$ cat src/rtl/arb_mux_n.sv
// N-input mux/arbiter: direct select or round-robin grant into a single registered output stage.
// Optional beat counter output enabled by defining ARB_MUX_BEATCNT_EN.
module arb_mux_n #(
    parameter int unsigned WIDTH = 32,
    parameter int unsigned NUM   = 7,
    parameter int unsigned SEL_W = 3
) (
    input  logic               clk,
    input  logic               rst,
    input  logic [NUM*WIDTH-1:0] in_data,
    input  logic [NUM-1:0]     in_valid,
    output logic [NUM-1:0]     in_ready,
    input  logic               mode,
    input  logic [SEL_W-1:0]   sel,
    output logic [WIDTH-1:0]   out_data,
    output logic [SEL_W-1:0]   out_src,
    output logic               out_valid,
    input  logic               out_ready
`ifdef ARB_MUX_BEATCNT_EN
   ,output logic [15:0]        beat_cnt
`endif
);

    logic               out_valid_q, out_valid_d;
    logic [WIDTH-1:0]   out_data_q, out_data_d;
    logic [SEL_W-1:0]   out_src_q, out_src_d;
    logic [SEL_W-1:0]   ptr_q, ptr_d;

    logic               load_ok;
    logic               grant_vld;
    logic [SEL_W-1:0]   grant_idx;
    logic [WIDTH-1:0]   grant_data;
    logic               xfer;

    assign load_ok = !out_valid_q || out_ready;

    always_comb begin
        grant_vld = 1'b0;
        grant_idx = '0;
        if (!mode) begin
            // An out-of-range sel matches no channel, so it never grants.
            for (int unsigned i = 0; i < NUM; i++) begin
                if (sel == SEL_W'(i)) begin
                    grant_vld = in_valid[i];
                    grant_idx = SEL_W'(i);
                end
            end
        end else begin
            // Search ptr..NUM-1 first, then wrap to 0..ptr-1.
            for (int unsigned i = 0; i < NUM; i++) begin
                if (!grant_vld && SEL_W'(i) >= ptr_q && in_valid[i]) begin
                    grant_vld = 1'b1;
                    grant_idx = SEL_W'(i);
                end
            end
            for (int unsigned i = 0; i < NUM; i++) begin
                if (!grant_vld && SEL_W'(i) < ptr_q && in_valid[i]) begin
                    grant_vld = 1'b1;
                    grant_idx = SEL_W'(i);
                end
            end
        end
    end

    assign xfer = grant_vld && load_ok && !rst;

    always_comb begin
        grant_data = '0;
        in_ready   = '0;
        for (int unsigned i = 0; i < NUM; i++) begin
            if (grant_idx == SEL_W'(i)) begin
                grant_data  = in_data[i*WIDTH +: WIDTH];
                in_ready[i] = xfer;
            end
        end
    end

    always_comb begin
        out_valid_d = out_valid_q;
        out_data_d  = out_data_q;
        out_src_d   = out_src_q;
        ptr_d       = ptr_q;
        if (xfer) begin
            out_valid_d = 1'b1;
            out_data_d  = grant_data;
            out_src_d   = grant_idx;
            if (mode) begin
                ptr_d = (32'(grant_idx) == NUM - 1) ? '0 : grant_idx + 1'b1;
            end
        end else if (out_valid_q && out_ready) begin
            out_valid_d = 1'b0;
        end
    end

    always_ff @(posedge clk or posedge rst) begin
        if (rst) begin
            out_valid_q <= 1'b0;
            out_data_q  <= '0;
            out_src_q   <= '0;
            ptr_q       <= '0;
        end else begin
            out_valid_q <= out_valid_d;
            out_data_q  <= out_data_d;
            out_src_q   <= out_src_d;
            ptr_q       <= ptr_d;
        end
    end

    assign out_valid = out_valid_q;
    assign out_data  = out_data_q;
    assign out_src   = out_src_q;

`ifdef ARB_MUX_BEATCNT_EN
    logic [15:0] cnt_q, cnt_d;

    assign cnt_d = (out_valid_q && out_ready) ? cnt_q + 16'd1 : cnt_q;

    always_ff @(posedge clk or posedge rst) begin
        if (rst) begin
            cnt_q <= '0;
        end else begin
            cnt_q <= cnt_d;
        end
    end

    assign beat_cnt = cnt_q;
`endif

endmodule

$ cat config.mk
export PLATFORM = sky130hd
export DESIGN_NAME = arb_mux_n
export DESIGN_NICKNAME = d
export VERILOG_FILES = /design/src/rtl/arb_mux_n.sv
export SDC_FILE = /design/constraint.sdc
export NUM_CORES = 1
export LEC_CHECK = 0
export ABC_AREA = 1
export CAP_MARGIN = 20
export CELL_PAD_IN_SITES_DETAIL_PLACEMENT = 2
export CELL_PAD_IN_SITES_GLOBAL_PLACEMENT = 2
export CORE_MARGIN = 2
export CORE_UTILIZATION = 16
export DETAILED_ROUTE_END_ITERATION = 6
export GPL_TIMING_DRIVEN = 1
export PLACE_DENSITY = 0.8
export SETUP_SLACK_MARGIN = 0.5
export SYNTH_ARGS = -nofsm -noshare
export SYNTH_HDL_FRONTEND = slang
export SYNTH_SLANG_ARGS = --single-unit
$ cat constraint.sdc
create_clock -name clk -period 4 [get_ports clk]
set_clock_uncertainty 0.1 [all_clocks]
set_input_delay 1 -clock clk [delete_from_list [all_inputs] [get_ports clk]]
set_output_delay 1 -clock clk [all_outputs]
set_load 0.02 [all_outputs]
==> metrics.md <==
| Metric | Value |
|---|---|
| Horiz. Die Dim | 174.9 um |
| RSZ-0062 raised after global routing | true |
| Vias | roughly 7,000 |
| Critical path endpoint category | primary output |
| Flop-to-flop setup slack | 0.65 ns |
| Ratio of cells with drive above 1 in the final layout | between 10% and 20% |
| Hold Path Class | reg2reg |
| Clock slew at reported path FFs | 0.07 ns |
| Sw Pwr | around 2100 uW |
| # rows | between 60 and 70 |
| Switching Fraction | around half |
| Cts hold-fix bufs | 0 |
| I/O pins | 281 |
| Worst path required time | just under 3 ns |
| Dpl hpwl | ~23,000 um |
| Leakage | ~0.0043 uW |
| Status | finished clean |
| Max_cap viols | 0 |
| Startpoint types | primary input |
| CP max FO | 4 |
| Worst-Margin Slew | roughly 0.61 ns |
| Register area | just under 0.001 mm^2 |
| Non-Filler Instances | between 1,500 and 2,000 |
| Via density | 4.470 |
| Final min period | about 4 ns |
| Post-route DRC | 0 |
| CP Buf/Inv Count | 3 |
| Sequential share of the synthesized area | 20.89% |
| Area of the multi-input gates | ~0.0033 mm^2 |
| Slowest CP cell | dlygate4sd2_1 |
| Mean Syn Cell Area | around 5.5 um^2 |
| Clock buffer depth | 2 |
| Vias in the first global route | approximately 7,400 |
| Critical path cell sequence | dlygate4sd2_1 > nand2_2 > nand4_4 > nor2_4 > nand4_4 > nor2_4 > nand3_2 > nand2_2 > nand2_4 > nor2_4 > ha_4 > inv_4 > nor2_4 > buf_6 |
| Max H-tree Level | 2 |
| Fin. Hold Viols | 0 |
| Combinational share of power | between 70% and 80% |
| TritonCTS buffer count | 5 |
| Worst skew pair latency | a little under 0.3 ns |
| Port Buffers | 280 |
| Final setup vio count | 0 |
| Antenna violations before repair | 5 |
| Most common cell after layout, fill and taps aside | nand2_1 |
| Die area | 0.03057 mm^2 |
| Worst setup path startpoint | in_valid[4] |
| Cell count after synthesis | 843 |
| Tcrit/Tclk final | a little over nine tenths |
| Gr ovfl total | 0 |
| First DRT Iteration DRCs | around 270 |
| Die Y-Extent | roughly 170 um |
| Cell family with most CP delay | simple AND/OR/NAND/NOR gates |
| Yosys cell types | 31 |
| Worst setup path category | in2out |
| FILL cells | about 3,400 |
| Antenna Nets Post-Route | 0 |
| GRT Resource Usage Total | a little under a fifth |
| Placed Cells | approximately 1,500 |
| HP Start | out_data[8]$_DFFE_PP0P_ |
| Critical Path AT | between 2 and 3 ns |
| Core area | ~0.029 mm^2 |
| P&R area growth vs syn | 90.87% |
| Slew headroom | around three fifths |
| Initial Utilization | about 16% |
| Most frequent cells in the layout | 297 x nand2_1, 263 x clkdlybuf4s50_1, 88 x inv_1, 85 x nand3_1, 71 x nor2_1 |
| Layout Nets | between 1,000 and 1,500 |
| CTS tree | yes |
| Clk root buf | clkbuf_16 |
| P_int | 2141 uW |
| WL per Instance | approximately 20 um |
| Final slew viol count | 0 |
| Pre-CTS setup slack | -0.8803 ns |
| Worst setup margin | roughly 0.085 ns |
| Mapped Area | around 0.0047 mm^2 |
| Crit Reg-Reg Startpoint | ptr_q[0]$_DFFE_PP0P_ |
| Largest net degree at the start of global routing | 67 |
| Worst path max stage delay | 0.25 ns |
| Pwr Density | about 480 mW/mm^2 |
| DRT Wirelength | ~31,000 um |
| GP Congestion | between 0.8 and 0.9 |
| First-pass GRT wire length | between 40,000 and 50,000 um |
| Synth warn | 0 |
| Synthesized Nets | between 1,000 and 1,500 |
| DRT Pass-1 Iters | 4 |
| Clock sinks | 39 |
| Cell repeated most along the worst path | nor2_4 |
| #FFs+latches synth | 39 |
| Clock Power Share | a little under an eighth |
| Reg power frac | between 10% and 20% |
| Peak VDD IR | 183.4 uV |
| Achievable Freq | 0.2554 GHz |
synthesized netlist by cell type, drive strengths merged:
| library cell | n | area share (%) |
|---|---|---|
| o2111ai | 1 | 0.19 |
| a21oi | 37 | 4.0 |
| ha | 1 | 0.27 |
| clkbuf | 17 | 1.4 |
| o211ai | 2 | 0.32 |
| a2bb2oi | 1 | 0.19 |
| nand2 | 324 | 27 |
| buf | 40 | 5.7 |
| o221ai | 1 | 0.19 |
| nor2 | 86 | 8.0 |
| a21boi | 1 | 0.16 |
| dfrtp | 39 | 21 |
| inv | 98 | 8.0 |
| o21ai | 47 | 5.0 |
| nand3 | 105 | 13 |
| nor3 | 4 | 0.43 |
| nand4 | 39 | 5.5 |
worst reg2reg max path, cell delays in order (launching register included):
cell,delay (ns)
dfrtp_1,0.48
inv_1,0.19
nand3_4,0.13
nand2_4,0.06
nor2_4,0.14
nand4_4,0.11
nor2_4,0.18
nand4_4,0.12
buf_6,0.15
a21oi_2,0.13
nor2_2,0.08
nand2_4,0.10
nand2_8,0.09
ha_4,0.20
inv_4,0.07
buf_4,0.34
o21ai_0,0.18
inv_1,0.07
nand2_1,0.06
nand2_1,0.10
nand2_1,0.06
nand2_1,0.07
nand2_1,0.05
nand2_1,0.05
registers in the layout, summed over array words and instances (netlist names):
register / cells
out_valid: 1
ptr_q: 3
out_data: 32
out_src: 3
final cells by class:
class | instances | area share (%)
timing repair buffer | 362 | 40.63
multi-input combinational | 649 | 36.49
tap | 384 | 5.389
clock buffer | 5 | 1.404
clock inverter | 2 | 0.4211
inverter | 98 | 4.393
sequential | 39 | 10.96
antenna | 4 | 0.1123
timing repair inverter | 2 | 0.1965
per-layer routing:
| layer | global-route usage, % | vias up | routed length, um |
|---|---|---|---|
| li1 | - | 3300 | - |
| met1 | 24.26 | 3375 | 13710 |
| met2 | 31.92 | 186 | 15330 |
| met3 | 2.328 | 43 | 1276 |
| met4 | 6.597 | 2 | 877 |
| met5 | 0 | - | 10 |
metrics by stage:
stage               total power, uW  utilization [%]  TNS (ns)  hold slack [ns]  instance area [um^2]
floorplan                      2252                -  -0.04569           0.4869                  4792
global placement               3439            28.40    -13.79           0.3627                  8152
detailed placement             3519            28.40    -17.52           0.3717                  8152
CTS                            4149            29.73         0           0.3908                  8533
global route                   4630            31.06  -0.01043           0.4165                  8915
finish                         4273            31.06         0           0.3863                  8915
worst paths after layout:
check                      depth (start not counted)                        to
hold reg to reg                                    2   out_data[8]$_DFFE_PP0P_
setup reg to reg                                  23   out_data[5]$_DFFE_PP0P_
max in group asynchronous                          3      ptr_q[2]$_DFFE_PP0P_
hold / removal                                     2   out_data[8]$_DFFE_PP0P_
setup / recovery                                  14               in_ready[3]
min in group asynchronous                          3  out_data[15]$_DFFE_PP0P_
logic make-up after synthesis:
family          after synthesis  synth area share [%]
simple gates                558                 53.76
buf+inv                     155                 15.03
compound gates               90                 10.05
flops                        39                 20.89
fa+ha+maj                     1                0.2678
power groups by stage:
| stage | Sequential (uW) | Clock, uW | Combinational [uW] |
|---|---|---|---|
| 6_report | 734 | 481 | 3060 |
| 5_1_grt | 759 | 510 | 3360 |
| 4_1_cts | 734 | 502 | 2910 |
| 3_5_place_dp | 728 | 0 | 2790 |
| 3_3_place_gp | 729 | 0 | 2710 |
| 2_1_floorplan | 908 | 0 | 1340 |
repair_timing:
action | 4_1_cts | 5_1_grt
resized for setup | 102 | 47
setup endpoints to repair | 42 | 39
gates cloned | 0 | 7
endpoints found under the hold margin | 0 | 0
pin swaps | 23 | 13
setup buffers | 13 | 11
(Power assumes the default switching activity.)
